==> src/rtl/tlut_acc_pkg.sv <==
// -----------------------------------------------------------------------------
// tlut_acc_pkg
// Shared definitions for the weight-stream accumulator:
//   - state_e       : control FSM states (IDLE / ACCUM / DONE)
//   - *_DEF         : default widths used by acc_weight_stream and acc_lane
// -----------------------------------------------------------------------------
package tlut_acc_pkg;

    localparam int DIM_C_DEF        = 16;
    localparam int WEIGHT_WIDTH_DEF = 8;
    localparam int ACC_WIDTH_DEF    = 24;
    localparam int CNT_WIDTH_DEF    = 16;

    typedef enum logic [1:0] {
        ST_IDLE  = 2'd0,
        ST_ACCUM = 2'd1,
        ST_DONE  = 2'd2
    } state_e;

endpackage : tlut_acc_pkg

==> src/rtl/acc_lane.sv <==
// -----------------------------------------------------------------------------
// acc_lane
// One accumulation channel: extends the input (sign or zero), adds it to the
// running sum, detects overflow and keeps a sticky overflow flag.
// Build option: define ACC_WEIGHT_SAT_EN to clamp overflowing adds to the
// representable max/min; otherwise the sum wraps modulo 2^ACC_WIDTH.
//
// Ports
//   clk, rst_n : clock, asynchronous active-low reset
//   zero_i     : clear sum and overflow flag (new window or abort)
//   add_i      : accept one beat (add val_i to the sum)
//   signed_i   : 1 = two's-complement input and sum, 0 = unsigned
//   val_i      : channel input value
//   sum_o      : registered running sum
//   ovf_o      : sticky overflow flag
// -----------------------------------------------------------------------------
module acc_lane
    import tlut_acc_pkg::*;
#(
    parameter int WEIGHT_WIDTH = WEIGHT_WIDTH_DEF,
    parameter int ACC_WIDTH    = ACC_WIDTH_DEF
) (
    input  logic                    clk,
    input  logic                    rst_n,
    input  logic                    zero_i,
    input  logic                    add_i,
    input  logic                    signed_i,
    input  logic [WEIGHT_WIDTH-1:0] val_i,
    output logic [ACC_WIDTH-1:0]    sum_o,
    output logic                    ovf_o
);

    logic [ACC_WIDTH-1:0] sum_q, sum_d;
    logic                 ovf_q, ovf_d;
    logic [ACC_WIDTH-1:0] ext;
    logic [ACC_WIDTH:0]   raw;
    logic                 add_ovf;
`ifdef ACC_WEIGHT_SAT_EN
    logic [ACC_WIDTH-1:0] sat_val;
`endif

    always_comb begin
        ext = {{(ACC_WIDTH-WEIGHT_WIDTH){signed_i & val_i[WEIGHT_WIDTH-1]}}, val_i};
        raw = {1'b0, sum_q} + {1'b0, ext};
        // Signed overflow: operands agree in sign but the result does not.
        // Unsigned overflow: carry out of the top bit.
        if (signed_i) begin
            add_ovf = (sum_q[ACC_WIDTH-1] == ext[ACC_WIDTH-1]) &&
                      (raw[ACC_WIDTH-1] != sum_q[ACC_WIDTH-1]);
        end else begin
            add_ovf = raw[ACC_WIDTH];
        end
`ifdef ACC_WEIGHT_SAT_EN
        // Signed overflow direction follows the (shared) operand sign;
        // unsigned overflow can only go upward.
        if (signed_i) begin
            sat_val = sum_q[ACC_WIDTH-1] ? {1'b1, {(ACC_WIDTH-1){1'b0}}}
                                         : {1'b0, {(ACC_WIDTH-1){1'b1}}};
        end else begin
            sat_val = '1;
        end
`endif

        // NOTE: every next-state signal gets a default first so the
        // combinational block never infers a latch on an untaken branch.
        sum_d = sum_q;
        ovf_d = ovf_q;
        if (zero_i) begin
            sum_d = '0;
            ovf_d = 1'b0;
        end else if (add_i) begin
`ifdef ACC_WEIGHT_SAT_EN
            sum_d = add_ovf ? sat_val : raw[ACC_WIDTH-1:0];
`else
            sum_d = raw[ACC_WIDTH-1:0];
`endif
            ovf_d = ovf_q | add_ovf;
        end
    end

    // NOTE: state registers use non-blocking assignments so every flop
    // samples the pre-edge values regardless of block ordering.
    always_ff @(posedge clk or negedge rst_n) begin
        if (!rst_n) begin
            sum_q <= '0;
            ovf_q <= 1'b0;
        end else begin
            sum_q <= sum_d;
            ovf_q <= ovf_d;
        end
    end

    assign sum_o = sum_q;
    assign ovf_o = ovf_q;

endmodule : acc_lane

==> src/rtl/acc_weight_stream.sv <==
// -----------------------------------------------------------------------------
// acc_weight_stream
// Windowed multi-channel accumulator. A start in IDLE latches the window
// length and signedness, zeroes all lanes and opens an accumulation window;
// each accepted beat adds in_val into DIM_C independent acc_lane instances.
// After the last beat the result is presented with out_valid until the
// consumer takes it; start together with out_ready opens the next window
// with no idle cycle. clear aborts everything synchronously.
// Build option: ACC_WEIGHT_SAT_EN (saturating lanes, see acc_lane).
//
// Ports
//   clk, rst_n          : clock, asynchronous active-low reset
//   clear               : synchronous abort to IDLE with all state zeroed
//   start               : open a window (IDLE, or DONE with out_ready)
//   cfg_len, cfg_signed : window length in beats / signed mode, taken on start
//   in_valid, in_ready  : input beat handshake
//   in_val              : per-channel input values
//   out_valid, out_ready: result handshake
//   out_sum             : per-channel registered sums
//   ovf                 : per-channel sticky overflow flags
//   busy                : high whenever not IDLE
// -----------------------------------------------------------------------------
module acc_weight_stream
    import tlut_acc_pkg::*;
#(
    parameter int DIM_C        = DIM_C_DEF,
    parameter int WEIGHT_WIDTH = WEIGHT_WIDTH_DEF,
    parameter int ACC_WIDTH    = ACC_WIDTH_DEF,
    parameter int CNT_WIDTH    = CNT_WIDTH_DEF
) (
    input  logic                                 clk,
    input  logic                                 rst_n,
    input  logic                                 clear,
    input  logic                                 start,
    input  logic [CNT_WIDTH-1:0]                 cfg_len,
    input  logic                                 cfg_signed,
    input  logic                                 in_valid,
    output logic                                 in_ready,
    input  logic [DIM_C-1:0][WEIGHT_WIDTH-1:0]   in_val,
    output logic                                 out_valid,
    input  logic                                 out_ready,
    output logic [DIM_C-1:0][ACC_WIDTH-1:0]      out_sum,
    output logic [DIM_C-1:0]                     ovf,
    output logic                                 busy
);

    localparam logic [CNT_WIDTH-1:0] CNT_ONE = CNT_WIDTH'(1);

    state_e               state_q;
    logic [CNT_WIDTH-1:0] cnt_q;
    logic [CNT_WIDTH-1:0] len_q;
    logic                 signed_q;
    logic                 in_ready_q;
    logic                 out_valid_q;
    logic                 busy_q;

    logic start_ok;
    logic beat_ok;
    logic last_beat;
    logic lane_zero;

    always_comb begin
        // start is honoured only in IDLE, or in DONE while the result is taken.
        start_ok  = !clear && start &&
                    ((state_q == ST_IDLE) || ((state_q == ST_DONE) && out_ready));
        beat_ok   = !clear && in_valid && in_ready_q;
        last_beat = beat_ok && (cnt_q == (len_q - CNT_ONE));
        lane_zero = clear || start_ok;
    end

    always_ff @(posedge clk or negedge rst_n) begin
        if (!rst_n) begin
            state_q     <= ST_IDLE;
            cnt_q       <= '0;
            len_q       <= '0;
            signed_q    <= 1'b0;
            in_ready_q  <= 1'b0;
            out_valid_q <= 1'b0;
            busy_q      <= 1'b0;
        end else if (clear) begin
            state_q     <= ST_IDLE;
            cnt_q       <= '0;
            in_ready_q  <= 1'b0;
            out_valid_q <= 1'b0;
            busy_q      <= 1'b0;
        end else if (start_ok) begin
            len_q    <= cfg_len;
            signed_q <= cfg_signed;
            cnt_q    <= '0;
            busy_q   <= 1'b1;
            if (cfg_len == '0) begin
                // Empty window: present the zeroed sums immediately.
                state_q     <= ST_DONE;
                in_ready_q  <= 1'b0;
                out_valid_q <= 1'b1;
            end else begin
                state_q     <= ST_ACCUM;
                in_ready_q  <= 1'b1;
                out_valid_q <= 1'b0;
            end
        end else begin
            case (state_q)
                ST_IDLE: begin
                end
                ST_ACCUM: begin
                    if (beat_ok) begin
                        cnt_q <= cnt_q + CNT_ONE;
                        if (last_beat) begin
                            state_q     <= ST_DONE;
                            in_ready_q  <= 1'b0;
                            out_valid_q <= 1'b1;
                        end
                    end
                end
                ST_DONE: begin
                    if (out_ready) begin
                        state_q     <= ST_IDLE;
                        out_valid_q <= 1'b0;
                        busy_q      <= 1'b0;
                    end
                end
                default: begin
                    state_q     <= ST_IDLE;
                    in_ready_q  <= 1'b0;
                    out_valid_q <= 1'b0;
                    busy_q      <= 1'b0;
                end
            endcase
        end
    end

    for (genvar c = 0; c < DIM_C; c++) begin : g_lane
        acc_lane #(
            .WEIGHT_WIDTH (WEIGHT_WIDTH),
            .ACC_WIDTH    (ACC_WIDTH)
        ) u_lane (
            .clk      (clk),
            .rst_n    (rst_n),
            .zero_i   (lane_zero),
            .add_i    (beat_ok),
            .signed_i (signed_q),
            .val_i    (in_val[c]),
            .sum_o    (out_sum[c]),
            .ovf_o    (ovf[c])
        );
    end

    assign in_ready  = in_ready_q;
    assign out_valid = out_valid_q;
    assign busy      = busy_q;

endmodule : acc_weight_stream

==> config.mk <==
export PLATFORM = sky130hd
export DESIGN_NAME = acc_weight_stream
export DESIGN_NICKNAME = d
export VERILOG_FILES = /design/src/rtl/tlut_acc_pkg.sv /design/src/rtl/acc_lane.sv /design/src/rtl/acc_weight_stream.sv
export SDC_FILE = /design/constraint.sdc
export NUM_CORES = 2
export LEC_CHECK = 0
export CAP_MARGIN = 20
export CORE_MARGIN = 4
export CORE_UTILIZATION = 56
export CTS_BUF_LIST = sky130_fd_sc_hd__clkbuf_8
export CTS_CLUSTER_SIZE = 8
export DETAILED_ROUTE_END_ITERATION = 16
export PLACE_DENSITY = 0.95
export SLEW_MARGIN = 30
export SYNTH_ARGS = -nofsm -noshare
export SYNTH_HDL_FRONTEND = slang
export SYNTH_SLANG_ARGS = --single-unit
==> constraint.sdc <==
create_clock -name clk -period 4.6 [get_ports clk]
set_input_delay 0.46 -clock clk [delete_from_list [all_inputs] [get_ports clk]]
set_output_delay 0.46 -clock clk [all_outputs]
set_load 0.02 [all_outputs]
# [Word-level counts from Yosys, hierarchy flattened]
# Cells that the tools add are included.
[op_classes] n_addsub=18 eq_ne=41 muxes=107 bitwise=33 reduce_logical=37
[ops] cell="24-bit 2-to-1 mux" n=32
[ops] cell="24-bit by 24-bit adder with 25-bit output" n=16
[ops] cell="16-bit 2-to-1 mux" n=4
[ops] cell="1-bit 2-to-1 mux" n=61
[ops] cell="1-bit logical AND" n=22
[ops] cell="16-bit by 1-bit adder with 16-bit output, second input constant" n=1
[ops] cell="1-bit AND" n=16
[ops] cell="1-bit equality test" n=16
[ops] cell="16-bit equality test" n=1
[ops] cell="16-bit zero test" n=1
[ops] cell="1-bit != test" n=16
[ops] cell="1-bit OR" n=16
[ops] cell="16-bit by 1-bit subtractor with 16-bit output, second input constant" n=1
[ops] cell="2-bit 2-to-1 mux" n=6
[ops] cell="4-bit != test, second input constant" n=3
[ops] cell="3-bit by 1-bit != test with 1-bit output, second input constant" n=2
[ops] cell="2-bit one-hot mux with 3 select lines" n=1
[ops] cell="2-bit AND reduction" n=3
[ops] cell="3-bit nonzero test" n=2
[ops] cell="1-bit one-hot mux with 2 select lines" n=2
[ops] cell="4-bit AND reduction" n=1
[ops] cell="2-bit OR reduction" n=2
[ops] cell="3-bit != test, second input constant" n=1
[ops] cell="1-bit one-hot mux with 3 select lines" n=1
[ops] cell="8 further kinds" n=9
[totals] register_bits=438 input_bits=151 output_inout_bits=403 wordCells=275

# [Logic depth before layout (Yosys ltp)]
[depth] depth_word=9 depth_mapped=16 mapped_depth_nobuf=12

# [Hierarchy]
# Synthesis repeated with hierarchy kept, for this count alone.
[hier_totals] hier_cells=4929 area_unflattened_um2=40237.3
[by_module_without_submodules] mod="acc_lane (g_lane[10].u_lane ...)" n_inst=7 cells_each=296 area_per_inst_um2=2372.3
[by_module_without_submodules] mod="acc_lane (g_lane[6].u_lane ...)" n_inst=4 cells_each=314 area_per_inst_um2=2493.6
[by_module_without_submodules] mod="acc_lane (g_lane[2].u_lane ...)" n_inst=4 cells_each=271 area_per_inst_um2=2274.7
[by_module_without_submodules] mod="acc_lane (g_lane[0].u_lane)" n_inst=1 cells_each=280 area_per_inst_um2=2308.5
[by_module_without_submodules] mod="acc_weight_stream" n_inst=1 cells_each=237 area_per_inst_um2=2249.7

# [Worst setup path before layout]
# OpenSTA, ideal clock, no wires.
[synth_path] path_type="register to register" startpoint="register signed_q" endpoint="register g_lane[0].u_lane.ovf_q" setup_ns=0.128 arrival_time_ns=3.883 t_required_ns=4.472 setup_slack_ns=0.589 stages_incl_launch_ff=16 n_path_buf=3 period_less_slack_ns=4.011 cell_sequence="dfrtp_1 -> clkbuf_1 -> buf_1 -> buf_1 -> and2_1 -> ha_1 -> and4_1 -> and2_1 -> a41oi_1 -> o21ai_1 -> o31a_1 -> o41a_1 -> a41o_1 -> a31oi_4 -> xor2_1 -> o31ai_1"
[synth_between] elab_chain_len=8 elab_cells_between_ends=9
[synth_rtl] element="start: declaration" line_no="acc_weight_stream.sv:52" rtl="logic signed_q;"
[synth_rtl] element="start signal: assignment" line_no="acc_weight_stream.sv:88" rtl="signed_q <= cfg_signed;"
[synth_rtl] element="1-bit AND" line_no="acc_lane.sv:43" rtl="ext = {{(ACC_WIDTH-WEIGHT_WIDTH){signed_i & val_i[WEIGHT_WIDTH-1]}}, val_i};"
[synth_rtl] element="24-bit by 24-bit adder with 25-bit output" line_no="acc_lane.sv:44" rtl="raw = {1'b0, sum_q} + {1'b0, ext};"
[synth_rtl] element="1-bit != test" line_no="acc_lane.sv:49" rtl="(raw[ACC_WIDTH-1] != sum_q[ACC_WIDTH-1]);"
[synth_rtl] element="1-bit logical AND" line_no="acc_lane.sv:48" rtl="add_ovf = (sum_q[ACC_WIDTH-1] == ext[ACC_WIDTH-1]) &&"
[synth_rtl] element="1-bit 2-to-1 mux *" line_no="acc_lane.sv:47" rtl="if (signed_i) begin"
[synth_rtl] element="1-bit OR *" line_no="acc_lane.sv:77" rtl="ovf_d = ovf_q | add_ovf;"
[synth_rtl] element="1-bit 2-to-1 mux *" line_no="acc_lane.sv:71" rtl="end else if (add_i) begin"
[synth_rtl] element="1-bit 2-to-1 mux *" line_no="acc_lane.sv:68" rtl="if (zero_i) begin"
[synth_rtl] element="end signal: assignment" line_no="acc_lane.sv:89" rtl="ovf_q <= ovf_d;"
[synth_rtl] element="end: declaration" line_no="acc_lane.sv:34" rtl="logic ovf_q, ovf_d;"
# Every way passes the cells marked *; elsewhere a longest branch is shown, timed or not. The select of a mux whose other input is x is not followed.
# A chain may end at the register's enable or synchronous reset.

# [Worst setup path after layout]
[layout_path] startpoint="register signed_q" endpoint="register g_lane[3].u_lane.ovf_q"
[layout_between] elab_chain_len=8 elab_cells_between_ends=9
[layout_rtl] element="1-bit AND" line_no="acc_lane.sv:43"
[layout_rtl] element="24-bit by 24-bit adder with 25-bit output" line_no="acc_lane.sv:44"
[layout_rtl] element="1-bit != test" line_no="acc_lane.sv:49"
[layout_rtl] element="1-bit logical AND" line_no="acc_lane.sv:48"
[layout_rtl] element="1-bit 2-to-1 mux *" line_no="acc_lane.sv:47"
[layout_rtl] element="1-bit OR *" line_no="acc_lane.sv:77"
[layout_rtl] element="1-bit 2-to-1 mux *" line_no="acc_lane.sv:71"
[layout_rtl] element="1-bit 2-to-1 mux *" line_no="acc_lane.sv:68"
[layout_rtl] element="end signal: assignment" line_no="acc_lane.sv:89"
[layout_rtl] element="end: declaration" line_no="acc_lane.sv:34"
# Marked as above.

==> impl_metrics.py <==
metrics = {
    "timing": {
        "min_period_ps": 4180,
        "fin_skew_ps": 34.2,
        "setup_violations": 0,
        "period_share": 0.909,
        "final_max_slew_viol_count": 0,
        "hold_violations": 0,
        "setup_tns_ps": 0,
        "worst_pin_slew_ps": 1000,
        "clock.fmax_mhz": 239,
        "relSlewSlack": 0.331,
        "rsz0062_at_grt": "no",
    },
    "pwr": {
        "ir_drop_v": 0.000288,
        "leakagePower_nw": 19.7,
        "power.density_mw_per_mm2": 345,
        "totalPowerFinal_mw": 14.7,
    },
    "global_route": {
        "grt.overflow.total": 0,
        "met1_usage": 0.373,
        "grt_max_degree": 197,
        "grt_pass1_vias": 33739,
        "antenna_found_initial": 3,
        "grtUsageMet2": 0.528,
        "met3_usage": 0.0880,
        "grt_usage": 0.314,
        "grt_pass1_wl_um": 173000,
        "busiest_layer": "met2",
    },
    "floorplanning": {
        "dieArea_mm2": 0.0659,
        "start_util": 0.569,
        "core-area_mm2": 0.0608,
        "ios": 554,
        "fp.dieW_um": 257,
        "die_height_um": 257,
        "num_rows": 90,
    },
    "setup_path": {
        "critical_path_class": "flip-flop to flip-flop",
        "critical_path.endpoint_type": "flip-flop",
        "r2r-end": "g_lane[3].u_lane.ovf_o",
        "cp-start-kind": "flip-flop",
        "worstPathMaxFanout": 22,
        "reg2reg_depth": 13,
        "cp_data_arrival_time_ps": 4700,
        "reg2reg_slack_ps": 420,
        "cp_data_required_time_ps": 5120,
        "rr_startpoint": "signed_q",
    },
    "finish": {
        "syn_to_final_growth_pct": 22.9,
        "drive_above_1_share": 0.0483,
        "final_area_mm2": 0.0425,
        "layoutNonFillerInstCount": 5446,
        "final_net_count": 5159,
    },
    "synth": {
        "synth_area_mm2": 0.0346,
        "synth-simple-area-share": 0.168,
        "synth_top_family_by_area": "compound AO/OA/AOI/OAI gates",
        "ys_seq_elements": 437,
        "synth-seq-area-share": 0.316,
        "synth_top_area_share": 0.316,
        "synth-async-reset-ratio": 1.00,
        "synth_nets": 4646,
        "syn_area_per_cell_um2": 8.46,
        "yosys-mux-area-fraction": 0.00716,
        "ys_warn_count": 0,
        "yosys.area_share.adder": 0.149,
        "synth_compound_area_frac": 0.245,
        "synth_edf_count": 0,
        "yosys_most_used_dff": "dfrtp_1",
        "yosysTopAreaCell": "dfrtp_1",
        "syn_inst": 4093,
        "synth_xor_area_frac": 0.0863,
        "ys_types": 91,
        "synthTopCellsByArea": "dfrtp_1 32%, ha_1 14%, a21oi_1 7.8%",
    },
    "clock_network": {
        "clk_latency_ps": 680,
        "numClockSinks": 437,
        "cts_tree": "yes",
        "cts_buffers": 82,
        "clock_path_buffers": 3,
        "htreeDepth": 3,
        "cts-root-buf": "clkbuf_8",
        "clk_pin_slew_ps": 60,
    },
    "min_path": {
        "hold_path.class": "input port to flip-flop",
        "hold-path-endpoint": "signed_q",
        "worstHoldStart": "cfg_signed",
        "hold_depth": 3,
    },
    "route": {
        "drt_iter0_markers": 2607,
        "antenna_left": 0,
        "vias_per_cell": 6.26,
        "vias": 34077,
        "drc": 0,
        "first_pass_iters": 6,
        "wl_um": 109000,
        "wire_per_inst_um": 20.0,
    },
    "place": {
        "place_area_mm2": 0.0408,
        "dpl.hpwl_um": 76600,
        "port_buffers": 553,
        "gp_congestion": 0.966,
        "place_inst": 5302,
    },
    "run": {
        "max-cap-violations": 0,
    },
    "run_status": {
        "status": "completed",
    },
}
==> cell families (layout without fill, tap and decap cells) <==
logic type	Yosys count	count (layout)
DFF	437	437
adders and majority gates	402	402
AOI/OAI and AO/OA	1345	1345
muxes	23	23
buffers and inverters	248	817
xor gates and xnor gates	341	341
and+or+nand+nor	1297	1297
other	0	2
==> worst max-delay path by stage <==
stage	from	end	slack, ps	depth (start not counted)
after global placement	signed_q	g_lane[1].u_lane.sum_o[22]	580	12
final	signed_q	g_lane[3].u_lane.ovf_o	420	13
after CTS	signed_q	g_lane[1].u_lane.sum_o[22]	480	12
after detailed placement	signed_q	g_lane[1].u_lane.sum_o[22]	510	12
after floorplan	signed_q	g_lane[0].u_lane.ovf_o	590	15
after global routing	signed_q	g_lane[3].u_lane.ovf_o	90	13
==> Yosys cell counts, types with 46 or more instances <==
cell        n
a21oi_1   540
o21a_1     46
inv_1      84
nand2_1   640
a21o_1    167
xor2_1    129
nor2_1    255
o21ai_0   190
a211oi_1   64
ha_1      386
dfrtp_1   437
nor3_1     58
nand3_1    91
xnor2_1   212
clkbuf_1  119
o21bai_1   60
==> cell usage in the layout, fill, tap and decap left out, types with 10 or more instances in the layout <==
| cell | n |
|---|---|
| nand2_1 | 638 |
| clkdlybuf4s50_1 | 552 |
| a21oi_1 | 540 |
| dfrtp_1 | 436 |
| ha_1 | 386 |
| nor2_1 | 251 |
| xnor2_1 | 212 |
| o21ai_0 | 190 |
| a21o_1 | 167 |
| xor2_1 | 129 |
| inv_1 | 105 |
| clkbuf_8 | 105 |
| nand3_1 | 91 |
| a211oi_1 | 64 |
| o21bai_1 | 60 |
| nor3_1 | 58 |
| o21a_1 | 46 |
| a31oi_1 | 44 |
| nand4_1 | 35 |
| o21ai_1 | 34 |
| or3_1 | 34 |
| buf_4 | 33 |
| nand2b_1 | 32 |
| and2_1 | 31 |
| and3_1 | 30 |
| nor2b_1 | 20 |
| o31ai_1 | 19 |
| nor4_1 | 19 |
| o211ai_1 | 18 |
| fa_1 | 16 |
| a22o_1 | 14 |
| a211o_1 | 14 |
| mux2_2 | 14 |
| o31a_1 | 10 |
| nor3b_1 | 10 |
==> registers in the layout, indices dropped and copies added, names as in the netlist <==
register	cells
signed_q	1
busy	1
cnt_q	16
len_q	16
g_lane.u_lane.ovf_o	16
in_ready	1
state_q	1
g_lane.u_lane.sum_o	384
out_valid	1
==> layer usage <==
layer | wire (µm) | share of wire
met4 | 5760 | 0.053
met3 | 9960 | 0.092
met2 | 51200 | 0.47
met5 | 13 | 0.00012
met1 | 41800 | 0.38
==> area by class of cell <==
type / instances / area (µm²)
inverters: 84 / 315
multi-input cells: 3408 / 22700
diodes: 2 / 5.00
well taps: 782 / 978
flip-flops and latches: 437 / 10900
clock buffers: 105 / 1450
repair buffers: 593 / 5930
fillers: 4277 / 18300
clock inverters: 35 / 206
==> report_power, final <==
part	internal, mW	switching [mW]	total (mW)
clock network	2.14	1.77	3.92
logic	2.40	3.77	6.17
registers	4.15	0.424	4.58
==> worst max-delay path, cell delays in order (launching register included) <==
cell and delay, ps:
dfrtp_2 860, buf_4 280, and2_1 570, ha_1 410, a21o_1 170, a21oi_1 230, o21ai_0 130, a21oi_2 230
o211ai_1 160, o211ai_2 110, o21ai_1 150, a21o_1 190, a2111oi_0 440, nor3b_1 100
==> through the flow <==
stage               hold slack, ps  worst slack, ps  utilization
floorplan                      164              589            -
detailed placement             488              513        0.672
global route                   345             94.9        0.700
global placement               492              577        0.672
finish                         364              418        0.700
CTS                            318              483        0.699
==> timing repair <==
| item | in CTS | in global routing |
|---|---|---|
| resized for setup | 0 | 0 |
| setup endpoints to repair | 0 | 0 |
| hold buffers | 1 | 0 |
| hold endpoints to repair | 76 | 0 |
| buffers inserted | 0 | 0 |
No activity file was read; power rests on OpenSTA's default activity.
